### src/rtl/io_sw_conditioner_if.sv
// Switch-conditioner signal bundle: raw pins in, debounced level (and optional rise flags) out.
// The edge-capture signals exist only when SW_EDGE_CAPTURE_EN is defined.
interface io_sw_conditioner_if #(
  parameter int NUM_SW = 32
);
  // No valid/ready here: every signal is a level, sampled on every clock edge.
  logic [NUM_SW-1:0] i_sw_raw;
  logic [NUM_SW-1:0] o_io_sw;
  logic [NUM_SW-1:0] dbg_counting;
`ifdef SW_EDGE_CAPTURE_EN
  logic [NUM_SW-1:0] i_edge_clr;
  logic [NUM_SW-1:0] o_sw_rise;

  modport master (output i_sw_raw, output i_edge_clr,
                  input o_io_sw, input o_sw_rise, input dbg_counting);
  modport slave  (input i_sw_raw, input i_edge_clr,
                  output o_io_sw, output o_sw_rise, output dbg_counting);
`else
  modport master (output i_sw_raw, input o_io_sw, input dbg_counting);
  modport slave  (input i_sw_raw, output o_io_sw, output dbg_counting);
`endif
endinterface

### src/rtl/io_sw_conditioner.sv
// Per-bit synchronizer + debounce FSM for board switches feeding the core's i_io_sw.
// Define SW_EDGE_CAPTURE_EN to add sticky rising-edge flags (o_sw_rise / i_edge_clr).
module io_sw_conditioner #(
  parameter int                NUM_SW          = 32,
  parameter int                SYNC_STAGES     = 2,
  parameter int                DEBOUNCE_CYCLES = 500000,
  parameter logic [NUM_SW-1:0] RESET_VAL       = '0
) (
  input logic                  i_clk,
  input logic                  i_reset,
  io_sw_conditioner_if.slave   bus
);
  localparam int CNT_W = (DEBOUNCE_CYCLES < 1) ? 1 : $clog2(DEBOUNCE_CYCLES + 1);
  localparam logic [CNT_W-1:0] CNT_MAX = CNT_W'(DEBOUNCE_CYCLES);
  localparam logic [CNT_W-1:0] CNT_ONE = CNT_W'(1);

  typedef enum logic {IDLE = 1'b0, COUNT = 1'b1} state_t;

  generate
    if (SYNC_STAGES < 2) begin : g_bad_sync
      $error("io_sw_conditioner: SYNC_STAGES must be >= 2");
    end
    if (DEBOUNCE_CYCLES < 1) begin : g_bad_deb
      $error("io_sw_conditioner: DEBOUNCE_CYCLES must be >= 1");
    end
    if (NUM_SW < 1 || NUM_SW > 32) begin : g_bad_num
      $error("io_sw_conditioner: NUM_SW must be 1..32");
    end
  endgenerate

  logic [NUM_SW-1:0] sync_q [SYNC_STAGES];
  logic [NUM_SW-1:0] s;

  // Plain shift chain: nothing may sit between stages or metastability leaks through.
  always_ff @(posedge i_clk or negedge i_reset) begin
    if (!i_reset) begin
      for (int k = 0; k < SYNC_STAGES; k++) sync_q[k] <= '0;
    end else begin
      sync_q[0] <= bus.i_sw_raw;
      for (int k = 1; k < SYNC_STAGES; k++) sync_q[k] <= sync_q[k-1];
    end
  end

  assign s = sync_q[SYNC_STAGES-1];

  state_t            state_q [NUM_SW];
  state_t            state_d [NUM_SW];
  logic [CNT_W-1:0]  cnt_q   [NUM_SW];
  logic [CNT_W-1:0]  cnt_d   [NUM_SW];
  logic [NUM_SW-1:0] io_sw_q;
  logic [NUM_SW-1:0] io_sw_d;
  logic [NUM_SW-1:0] counting;

  always_comb begin
    state_d  = state_q;
    cnt_d    = cnt_q;
    io_sw_d  = io_sw_q;
    counting = '0;
    for (int i = 0; i < NUM_SW; i++) begin
      counting[i] = (state_q[i] == COUNT);
      case (state_q[i])
        IDLE: begin
          cnt_d[i] = '0;
          if (s[i] != io_sw_q[i]) begin
            state_d[i] = COUNT;
            cnt_d[i]   = CNT_ONE;
          end
        end
        COUNT: begin
          if (s[i] == io_sw_q[i]) begin
            state_d[i] = IDLE;
            cnt_d[i]   = '0;
          end else if (cnt_q[i] == CNT_MAX) begin
            // Level held for the full window: commit it and start over.
            io_sw_d[i] = s[i];
            state_d[i] = IDLE;
            cnt_d[i]   = '0;
          end else begin
            cnt_d[i] = cnt_q[i] + CNT_ONE;
          end
        end
      endcase
    end
  end

  always_ff @(posedge i_clk or negedge i_reset) begin
    if (!i_reset) begin
      for (int i = 0; i < NUM_SW; i++) begin
        state_q[i] <= IDLE;
        cnt_q[i]   <= '0;
      end
      io_sw_q <= RESET_VAL;
    end else begin
      state_q <= state_d;
      cnt_q   <= cnt_d;
      io_sw_q <= io_sw_d;
    end
  end

  assign bus.o_io_sw      = io_sw_q;
  assign bus.dbg_counting = counting;

`ifdef SW_EDGE_CAPTURE_EN
  logic [NUM_SW-1:0] rise_q;

  // A new 0->1 commit beats a simultaneous clear so no press is lost.
  always_ff @(posedge i_clk or negedge i_reset) begin
    if (!i_reset) begin
      rise_q <= '0;
    end else begin
      rise_q <= (rise_q & ~bus.i_edge_clr) | (io_sw_d & ~io_sw_q);
    end
  end

  assign bus.o_sw_rise = rise_q;
`endif
endmodule

### src/flat_wrapper.sv
// flat-port wrapper written by rule: the top's interface ports become plain ports
module io_sw_conditioner_flat 
#(
  parameter int                NUM_SW          = 32,
  parameter int                SYNC_STAGES     = 2,
  parameter int                DEBOUNCE_CYCLES = 500000,
  parameter logic [NUM_SW-1:0] RESET_VAL       = '0
)
  (i_clk, i_reset, bus_i_sw_raw, bus_o_io_sw, bus_dbg_counting);
  io_sw_conditioner_if #(.NUM_SW(NUM_SW)) bus_i ();
  input logic i_clk;
  input logic i_reset;
  input wire logic [$bits(bus_i.i_sw_raw)-1:0] bus_i_sw_raw;
  output wire logic [$bits(bus_i.o_io_sw)-1:0] bus_o_io_sw;
  output wire logic [$bits(bus_i.dbg_counting)-1:0] bus_dbg_counting;
  assign bus_i.i_sw_raw = bus_i_sw_raw;
  assign bus_o_io_sw = bus_i.o_io_sw;
  assign bus_dbg_counting = bus_i.dbg_counting;
  io_sw_conditioner #(.NUM_SW(NUM_SW), .SYNC_STAGES(SYNC_STAGES), .DEBOUNCE_CYCLES(DEBOUNCE_CYCLES), .RESET_VAL(RESET_VAL)) u_core (.i_clk(i_clk), .i_reset(i_reset), .bus(bus_i));
endmodule
### config.mk
export PLATFORM = sky130hd
export DESIGN_NAME = io_sw_conditioner_flat
export DESIGN_NICKNAME = d
export VERILOG_FILES = /design/src/rtl/io_sw_conditioner_if.sv /design/src/rtl/io_sw_conditioner.sv /design/src/flat_wrapper.sv
export SDC_FILE = /design/constraint.sdc
export NUM_CORES = 1
export LEC_CHECK = 0
export BUFFER_PORTS_ARGS = -buffer_cell sky130_fd_sc_hd__buf_2
export CORE_AREA = 4 4 279 213
export CTS_CLUSTER_DIAMETER = 80
export CTS_CLUSTER_SIZE = 30
export DETAILED_ROUTE_END_ITERATION = 6
export DIE_AREA = 0 0 283 217
export GPL_TIMING_DRIVEN = 0
export HOLD_SLACK_MARGIN = 0.06
export PLACE_DENSITY = 0.86
export SLEW_MARGIN = 15
export SYNTH_ARGS = -nofsm -noshare
export SYNTH_HDL_FRONTEND = slang
export SYNTH_SLANG_ARGS = --single-unit
export TNS_END_PERCENT = 50
### constraint.sdc
create_clock -name i_clk -period 2.9 [get_ports i_clk]
set_clock_uncertainty 0.05 [all_clocks]
set_input_delay 0.29 -clock i_clk [delete_from_list [all_inputs] [get_ports i_clk]]
set_output_delay 0.29 -clock i_clk [all_outputs]
set_load 0.01 [all_outputs]
==> metrics.txt, run 1 <==
# TYPE chip_impl_metric gauge
chip_impl_metric{name="first_global_vias",unit=""} 25500
chip_impl_metric{name="antenna_violations_before_repair",unit=""} 0
chip_impl_metric{name="yosysUniqueCellTypes",unit=""} 52
chip_impl_metric{name="flow.area_growth_from_synthesis",unit="%"} 8.82
chip_impl_metric{name="grt_overflow",unit=""} 0
chip_impl_metric{name="final.period_utilization",unit="%"} 85.6
chip_impl_metric{name="worst_skew_pair.late_latency",unit="ns"} 0.58
chip_impl_metric{name="hold_violations_final",unit=""} 0
chip_impl_metric{name="final_core_area_utilization",unit="%"} 68.0
chip_impl_metric{name="floorplan.die_area",unit="um2"} 61400
chip_impl_metric{name="place.port_buffers",unit=""} 97
chip_impl_metric{name="num_vias",unit=""} 26400
chip_impl_metric{name="1st_iter_drt_viols",unit=""} 1807
chip_impl_metric{name="wirelength",unit="um"} 66900
chip_impl_metric{name="drc",unit=""} 0
chip_impl_metric{name="crit_arrival",unit="ns"} 2.89
chip_impl_info{name="sort_of_element_at_the_start_of_the_critical_path",value="flip-flop"} 1
chip_impl_info{name="worst_r2r_startpoint",value="u_core.cnt_q[261]"} 1
chip_impl_metric{name="wl_per_cell",unit="um"} 14.8
chip_impl_metric{name="timing.max_slew.rel_slack",unit="%"} 35.1
chip_impl_metric{name="timing.final.setup_violations",unit=""} 0
chip_impl_metric{name="fin_tns_setup",unit="ns"} 0
chip_impl_metric{name="synthesis.area",unit="um2"} 35500
chip_impl_metric{name="worst-endpoint-required",unit="ns"} 3.30
chip_impl_metric{name="grt_overall_usage",unit="%"} 21.9
chip_impl_info{name="end_kind",value="flip-flop"} 1
chip_impl_metric{name="syn-instance-count",unit=""} 3584
chip_impl_metric{name="finalNetCount",unit=""} 3856
chip_impl_metric{name="async_reset_ff_share",unit="%"} 100
chip_impl_metric{name="drive_gt1_share",unit="%"} 6.88
chip_impl_info{name="largest_area_contributor_in_the_netlist",value="sky130_fd_sc_hd__dfrtp_1"} 1
chip_impl_metric{name="tritoncts.num_buffers",unit=""} 34
chip_impl_info{name="run_status",value="finished, final reports clean"} 1
chip_impl_info{name="predominant_post_synthesis_flop_cell",value="sky130_fd_sc_hd__dfrtp_1"} 1
chip_impl_info{name="min_path_type",value="input pin to async pin"} 1
chip_impl_metric{name="fmax",unit="MHz"} 403
chip_impl_metric{name="synth_enable_flop_cells",unit=""} 0
chip_impl_metric{name="drv_slew",unit=""} 0
chip_impl_metric{name="worstPathBufferInverterCount",unit=""} 1
chip_impl_metric{name="crit_path_max_fanout",unit=""} 10
chip_impl_metric{name="cts.repair_timing.setup_buffer_count",unit=""} 0
chip_impl_info{name="synth.top_cells.by_count",value="sky130_fd_sc_hd__dfrtp_1, sky130_fd_sc_hd__nor2_1, sky130_fd_sc_hd__nand3_1, sky130_fd_sc_hd__xnor2_1, sky130_fd_sc_hd__nand2_1"} 1
chip_impl_metric{name="clkSlewWorstSetupHoldPaths",unit="ns"} 0.11
chip_impl_metric{name="worst_setup_margin",unit="ns"} 0.418
chip_impl_metric{name="seq_area_frac_synth",unit="%"} 51.9
chip_impl_info{name="post-synth-top-count-cell",value="sky130_fd_sc_hd__dfrtp_1"} 1
chip_impl_metric{name="drtAntennaViolNets",unit=""} 0
chip_impl_metric{name="n_antenna_cell",unit=""} 0
chip_impl_metric{name="tightest_pin_transition",unit="ns"} 0.965
chip_impl_metric{name="floorplan.core_area",unit="um2"} 56800
chip_impl_info{name="critical-path-top-delay-family",value="simple AND/OR/NAND/NOR gates"} 1
chip_impl_info{name="cp_cell_sequence",value="or4b_2 > o21ai_1 > clkbuf_1 > nor2_1"} 1
chip_impl_metric{name="ir_drop",unit="V"} 0.000406
chip_impl_info{name="unrepaired_setup_endpoints_after_global_routing",value="false"} 1
chip_impl_info{name="post_synth_main_area_contributors",value="sky130_fd_sc_hd__dfrtp_1, sky130_fd_sc_hd__xnor2_1, sky130_fd_sc_hd__nor2_1, sky130_fd_sc_hd__xor2_1, sky130_fd_sc_hd__nand3_1"} 1
chip_impl_metric{name="leakagePower",unit="uW"} 0.0152
chip_impl_metric{name="timing.max_cap.violations",unit=""} 0
chip_impl_metric{name="syn_nets",unit=""} 3682
chip_impl_metric{name="clock_tree.htree_level_count",unit=""} 2
chip_impl_metric{name="floorplan.io_pins",unit=""} 98
chip_impl_info{name="timing.setup.critical_path_class",value="flip-flop to flip-flop"} 1
chip_impl_metric{name="detail_route.first_pass.iterations",unit=""} 5
chip_impl_info{name="critPathSlowestCell",value="sky130_fd_sc_hd__or4b_2"} 1
chip_impl_metric{name="y_dimension_of_the_die",unit="um"} 217
chip_impl_metric{name="cts_max_path_buffers",unit=""} 3
chip_impl_metric{name="grt_start_max_net_pins",unit=""} 106
chip_impl_metric{name="dpl_worst_slack",unit="ns"} 0.448
chip_impl_metric{name="globalplace.congestion",unit=""} 0.849
chip_impl_metric{name="timing.final.crit_period",unit="ns"} 2.48
chip_impl_info{name="cts.root.buffer_cell",value="sky130_fd_sc_hd__clkbuf_16"} 1
chip_impl_metric{name="routed_via_density",unit=""} 5.85
chip_impl_metric{name="area_fraction_of_the_dominant_cell_type_after_synthesis",unit="%"} 51.9
chip_impl_metric{name="cpPeakStageDelay",unit="ns"} 0.71
chip_impl_metric{name="tritoncts_num_sinks",unit=""} 736
chip_impl_metric{name="initial_core_utilization",unit="%"} 62.5
chip_impl_metric{name="register_bit_count_reported_by_yosys",unit=""} 736
chip_impl_info{name="clock_tree_from_tritoncts",value="built"} 1
chip_impl_metric{name="placementRows",unit=""} 76
chip_impl_metric{name="fp.dieW",unit="um"} 283
chip_impl_metric{name="detailed_place_hpwl",unit="um"} 46100
chip_impl_metric{name="power-per-cell-area",unit="nW/um2"} 446
chip_impl_metric{name="ys_warn_count",unit=""} 0
chip_impl_metric{name="avgSynthCellArea",unit="um2"} 9.90
chip_impl_info{name="critPathLaunch",value="u_core.cnt_q[261]"} 1
chip_impl_metric{name="grt_first_pass_wirelength",unit="um"} 119000
[worst paths after layout]
kind,cells after the start,slack (ns),to
hold reg to reg,0,0.31,u_core.s[26]
max in group asynchronous,5,0.96,u_core.s[1]
hold / removal,2,0.13,u_core.cnt_q[402]
setup reg to reg,4,0.42,u_core.cnt_q[257]
setup / recovery,4,0.42,u_core.cnt_q[257]
min in group i_clk,2,0.28,u_core.sync_q[49]
[layout by cell type (no fill, tap or decap), drive strengths merged, types with 3 or more instances in the layout]
cell,n
a211oi,31
a21oi,151
and2,27
and3,52
and4,47
buf,121
clkbuf,103
clkinv,8
dfrtp,736
dlygate4sd3,33
ha,64
inv,184
mux2,32
nand2,211
nand3,243
nand3b,7
nand4,146
nand4b,7
nand4bb,4
nor2,516
nor2b,3
nor3,94
nor4,72
nor4b,51
nor4bb,6
o21ai,105
o31ai,62
o41ai,5
or2,18
or3,77
or3b,5
or4,99
or4b,19
xnor2,226
xor2,199
[sequential cells by signal, summed over array words and instances, names as in the netlist]
name	cells
u_core.sync_q	32
u_core.bus.o_io_sw	32
u_core.s	32
u_core.bus.dbg_counting	32
u_core.cnt_q	608
[timing repair]
action                    in CTS  in global routing
resized for setup              0                  0
hold endpoints to repair     215                  0
hold buffers                  33                  0
[layout make-up]
cell class	count	area, um2
buffer	80	335
clock buffer	39	933
clock inverter	16	223
fill	4300	18200
inverter	180	676
multi-input combinational	2588	16000
sequential	736	18400
tap	741	927
timing repair buffer	138	1050
[power by group]
part	total (uW)	internal, uW	switching, uW
clock network	5970	2610	3360
logic	727	227	500
registers	10500	10400	120
[metal layers]
| metal | vias up | global-route usage, % | part of all wire, % |
|---|---|---|---|
| li1 | 13000 | - | - |
| met1 | 12900 | 32.7 | 49 |
| met2 | 459 | 35.0 | 46 |
| met3 | 74 | 2.88 | 3.7 |
| met4 | 0 | 4.49 | 1.4 |
| met5 | - | 0 | 0 |
[cells by family after synthesis]
logic type	synth area share, %
multiplexers	1.03
AND/OR/NAND/NOR	25.5
flip-flops	51.9
buffers and inverters	2.85
AO/OA/AOI/OAI	5.98
XOR/XNOR	10.5
adder cells (fa/ha/maj)	2.26
[per-stage QoR]
stage	std cells	hold slack, ns	cell area (um2)	total power, uW
5_1_grt	4518	0.158	38600	17900
3_3_place_gp	4422	0.281	36900	11400
4_1_cts	4518	0.118	38600	17400
2_1_floorplan	3584	-0.0556	35500	11000
3_5_place_dp	4430	0.165	37100	11400
6_report	4518	0.131	38600	17200
No activity file was read; power rests on OpenSTA's default activity.
==> inputs of run 2 (changes only) <==
- BUFFER_PORTS_ARGS: -buffer_cell sky130_fd_sc_hd__buf_2 -> default
- CORE_AREA: 4 4 279 213 -> 4 4 349 265
- DIE_AREA: 0 0 283 217 -> 0 0 353 269
- DONT_BUFFER_PORTS: default -> 1
- PLACE_DENSITY: 0.86 -> default
==> run 2 against run 1 <==
  * The flow now finishes with violations (negative hold slack, max-slew violations)
  * Hold slack got worse by 0.80 ns
  * Sequential cell count unchanged
  * Non-clock buffer count decreased by 106
  * Clock power increased by 12%
  * Sequential share of layout area about the same
  * Total power increased by 2.7%
  * Die area increased by 55%
  * Combinational power decreased by 40%
  * First-iteration DRC count decreased by 13%
  * Final cell count increased by 7.3%
  * Critical endpoint is now u_core.cnt_q[205]
  * Largest cell class unchanged
  * Highest routed layer unchanged
==> metrics.txt, run 2 (synthesized netlist as in run 1, its figures left out) <==
# TYPE chip_impl_metric gauge
chip_impl_info{name="cts.root.buffer_cell",value="sky130_fd_sc_hd__clkbuf_16"} 1
chip_impl_metric{name="flow.area_growth_from_synthesis",unit="%"} 8.82
chip_impl_info{name="timing.setup.critical_path_class",value="flip-flop to flip-flop"} 1
chip_impl_metric{name="floorplan.io_pins",unit=""} 98
chip_impl_metric{name="cts.hold.buffers_added",unit=""} 32
chip_impl_metric{name="clock_tree.htree_level_count",unit=""} 2
chip_impl_metric{name="drive_gt1_share",unit="%"} 4.54
chip_impl_metric{name="fmax",unit="MHz"} 402
chip_impl_metric{name="y_dimension_of_the_die",unit="um"} 269
chip_impl_metric{name="floorplan.die_area",unit="um2"} 95000
chip_impl_metric{name="routed_via_density",unit=""} 5.17
chip_impl_info{name="min_path_type",value="input pin to async pin"} 1
chip_impl_metric{name="n_antenna_cell",unit=""} 0
chip_impl_metric{name="ir_drop",unit="V"} 0.000418
chip_impl_info{name="sort_of_element_at_the_start_of_the_critical_path",value="flip-flop"} 1
chip_impl_metric{name="final.period_utilization",unit="%"} 85.8
chip_impl_metric{name="finalNetCount",unit=""} 3753
chip_impl_info{name="regMostFlops",value="u_core.cnt_q"} 1
chip_impl_metric{name="initial_core_utilization",unit="%"} 39.8
chip_impl_info{name="end_kind",value="flip-flop"} 1
chip_impl_metric{name="fin_tns_setup",unit="ns"} 0
chip_impl_metric{name="detail_route.first_pass.iterations",unit=""} 5
chip_impl_metric{name="worst_skew_pair.late_latency",unit="ns"} 0.60
chip_impl_metric{name="timing.final.crit_period",unit="ns"} 2.49
chip_impl_metric{name="hold_violations_final",unit=""} 736
chip_impl_metric{name="tightest_pin_transition",unit="ns"} 2.08
chip_impl_metric{name="1st_iter_drt_viols",unit=""} 1581
chip_impl_metric{name="place.port_buffers",unit=""} 0
chip_impl_info{name="failed_checks",value="negative hold slack, max-slew violations"} 1
chip_impl_info{name="critPathLaunch",value="u_core.cnt_q[190]"} 1
chip_impl_metric{name="power-per-cell-area",unit="nW/um2"} 458
chip_impl_metric{name="stdcell_count",unit=""} 4846
chip_impl_metric{name="grt_overall_usage",unit="%"} 14.0
chip_impl_metric{name="crit_path_max_fanout",unit=""} 10
chip_impl_metric{name="antenna_violations_before_repair",unit=""} 0
chip_impl_metric{name="cts_max_path_buffers",unit=""} 3
chip_impl_metric{name="drv_slew",unit=""} 230
chip_impl_metric{name="timing.final.setup_violations",unit=""} 0
chip_impl_metric{name="wirelength",unit="um"} 66700
chip_impl_metric{name="tritoncts.num_buffers",unit=""} 37
chip_impl_metric{name="worst-endpoint-required",unit="ns"} 3.33
chip_impl_metric{name="clkSlewWorstSetupHoldPaths",unit="ns"} 0.11
chip_impl_metric{name="tritoncts_num_sinks",unit=""} 736
chip_impl_metric{name="dpl-instance-area",unit="um2"} 36900
chip_impl_metric{name="wl_per_cell",unit="um"} 13.8
chip_impl_metric{name="drtAntennaViolNets",unit=""} 0
chip_impl_metric{name="leakagePower",unit="uW"} 0.0148
chip_impl_metric{name="placementRows",unit=""} 95
chip_impl_metric{name="drc",unit=""} 0
chip_impl_info{name="most_common_cell_after_layout_fill_and_taps_aside",value="sky130_fd_sc_hd__dfrtp_1"} 1
chip_impl_metric{name="num_vias",unit=""} 25000
chip_impl_metric{name="grt_first_pass_wirelength",unit="um"} 117000
chip_impl_metric{name="globalplace.congestion",unit=""} 0.791
chip_impl_metric{name="timing.max_cap.violations",unit=""} 0
chip_impl_metric{name="first_global_vias",unit=""} 23800
chip_impl_metric{name="detailed_place_hpwl",unit="um"} 43200
chip_impl_info{name="clock_tree_from_tritoncts",value="built"} 1
chip_impl_info{name="worst_r2r_startpoint",value="u_core.cnt_q[190]"} 1
chip_impl_info{name="run_status",value="finished, violations left"} 1
chip_impl_metric{name="cts.repair.resized",unit=""} 0
chip_impl_metric{name="crit_arrival",unit="ns"} 2.92
chip_impl_metric{name="fp.dieW",unit="um"} 353
chip_impl_info{name="unrepaired_setup_endpoints_after_global_routing",value="false"} 1
chip_impl_metric{name="dp_cells",unit=""} 4748
chip_impl_metric{name="floorplan.core_area",unit="um2"} 89000
chip_impl_metric{name="design_area",unit="um2"} 38600
chip_impl_metric{name="largest_register_ff_count",unit=""} 608
chip_impl_metric{name="timing.max_slew.rel_slack",unit="%"} -38.8
chip_impl_info{name="final_cell_mix",value="sky130_fd_sc_hd__dfrtp_1, sky130_fd_sc_hd__nor2_1, sky130_fd_sc_hd__nand3_1, sky130_fd_sc_hd__xnor2_1, sky130_fd_sc_hd__nand2_1"} 1
chip_impl_metric{name="cts.repair_timing.setup_buffer_count",unit=""} 0
chip_impl_metric{name="grt_start_max_net_pins",unit=""} 737
chip_impl_metric{name="hold_ws",unit="ns"} -0.669
chip_impl_metric{name="grt_overflow",unit=""} 0
[run 2: changes by cell type in the layout (fill, tap and decap cells not counted), sizes merged]
cell,delta
buf,-105
inv,+10
clkbuf,+2
bufinv,+1
clkinv,-1
clkinvlp,-1
dlygate4sd3,-1
[run 2: critical path, stage by stage, from the launching register on]
cell and delay (ns):
sky130_fd_sc_hd__dfrtp_1 0.44, sky130_fd_sc_hd__inv_1 0.08, sky130_fd_sc_hd__ha_1 0.14, sky130_fd_sc_hd__nand2_1 0.04, sky130_fd_sc_hd__or4_1 0.52, sky130_fd_sc_hd__o21ai_1 0.56, sky130_fd_sc_hd__clkbuf_1 0.43, sky130_fd_sc_hd__nor2_1 0.10
[run 2: stage by stage]
step           total power, uW  util, %  setup slack (ns)
2_1_floorplan            11000        -             0.698
3_3_place_gp             11100     41.5             0.412
3_5_place_dp             11100     41.5             0.372
4_1_cts                  18000     43.4             0.343
5_1_grt                  18500     43.4             0.142
6_report                 17700     43.4             0.412
[run 2: final cells by class]
cell class | instances | area (um2)
clock buffer | 41 | 993
sequential | 736 | 18400
timing repair buffer | 32 | 320
fill | 8497 | 50400
buffer | 80 | 335
multi-input combinational | 2588 | 16000
clock inverter | 25 | 357
tap | 1164 | 1460
inverter | 180 | 676
[run 2: routing by layer]
metal | part of all wire [%] | vias up | global-route usage (%)
met3 | 3.2 | 53 | 2.14
li1 | - | 12800 | -
met4 | 1.4 | 0 | 2.73
met1 | 54 | 12000 | 21.7
met5 | 0 | - | 0
met2 | 42 | 229 | 20.9
[run 2: power breakdown]
part | leakage (uW) | switching (uW) | internal, uW
Clock | 0.000658 | 3750 | 2950
Sequential | 0.00999 | 137 | 10400
Combinational | 0.00412 | 273 | 164
[run 2: path summary, 6_finish.rpt]
kind	endpoint	slack (ns)	depth (start not counted)
setup / recovery	u_core.cnt_q[205]	0.41	7
max in group asynchronous	u_core.bus.o_io_sw[25]	1.83	0
hold / removal	u_core.cnt_q[53]	-0.67	0
setup reg to reg	u_core.cnt_q[205]	0.41	7
min in group i_clk	u_core.sync_q[39]	0.18	1
hold reg to reg	u_core.s[21]	0.31	0
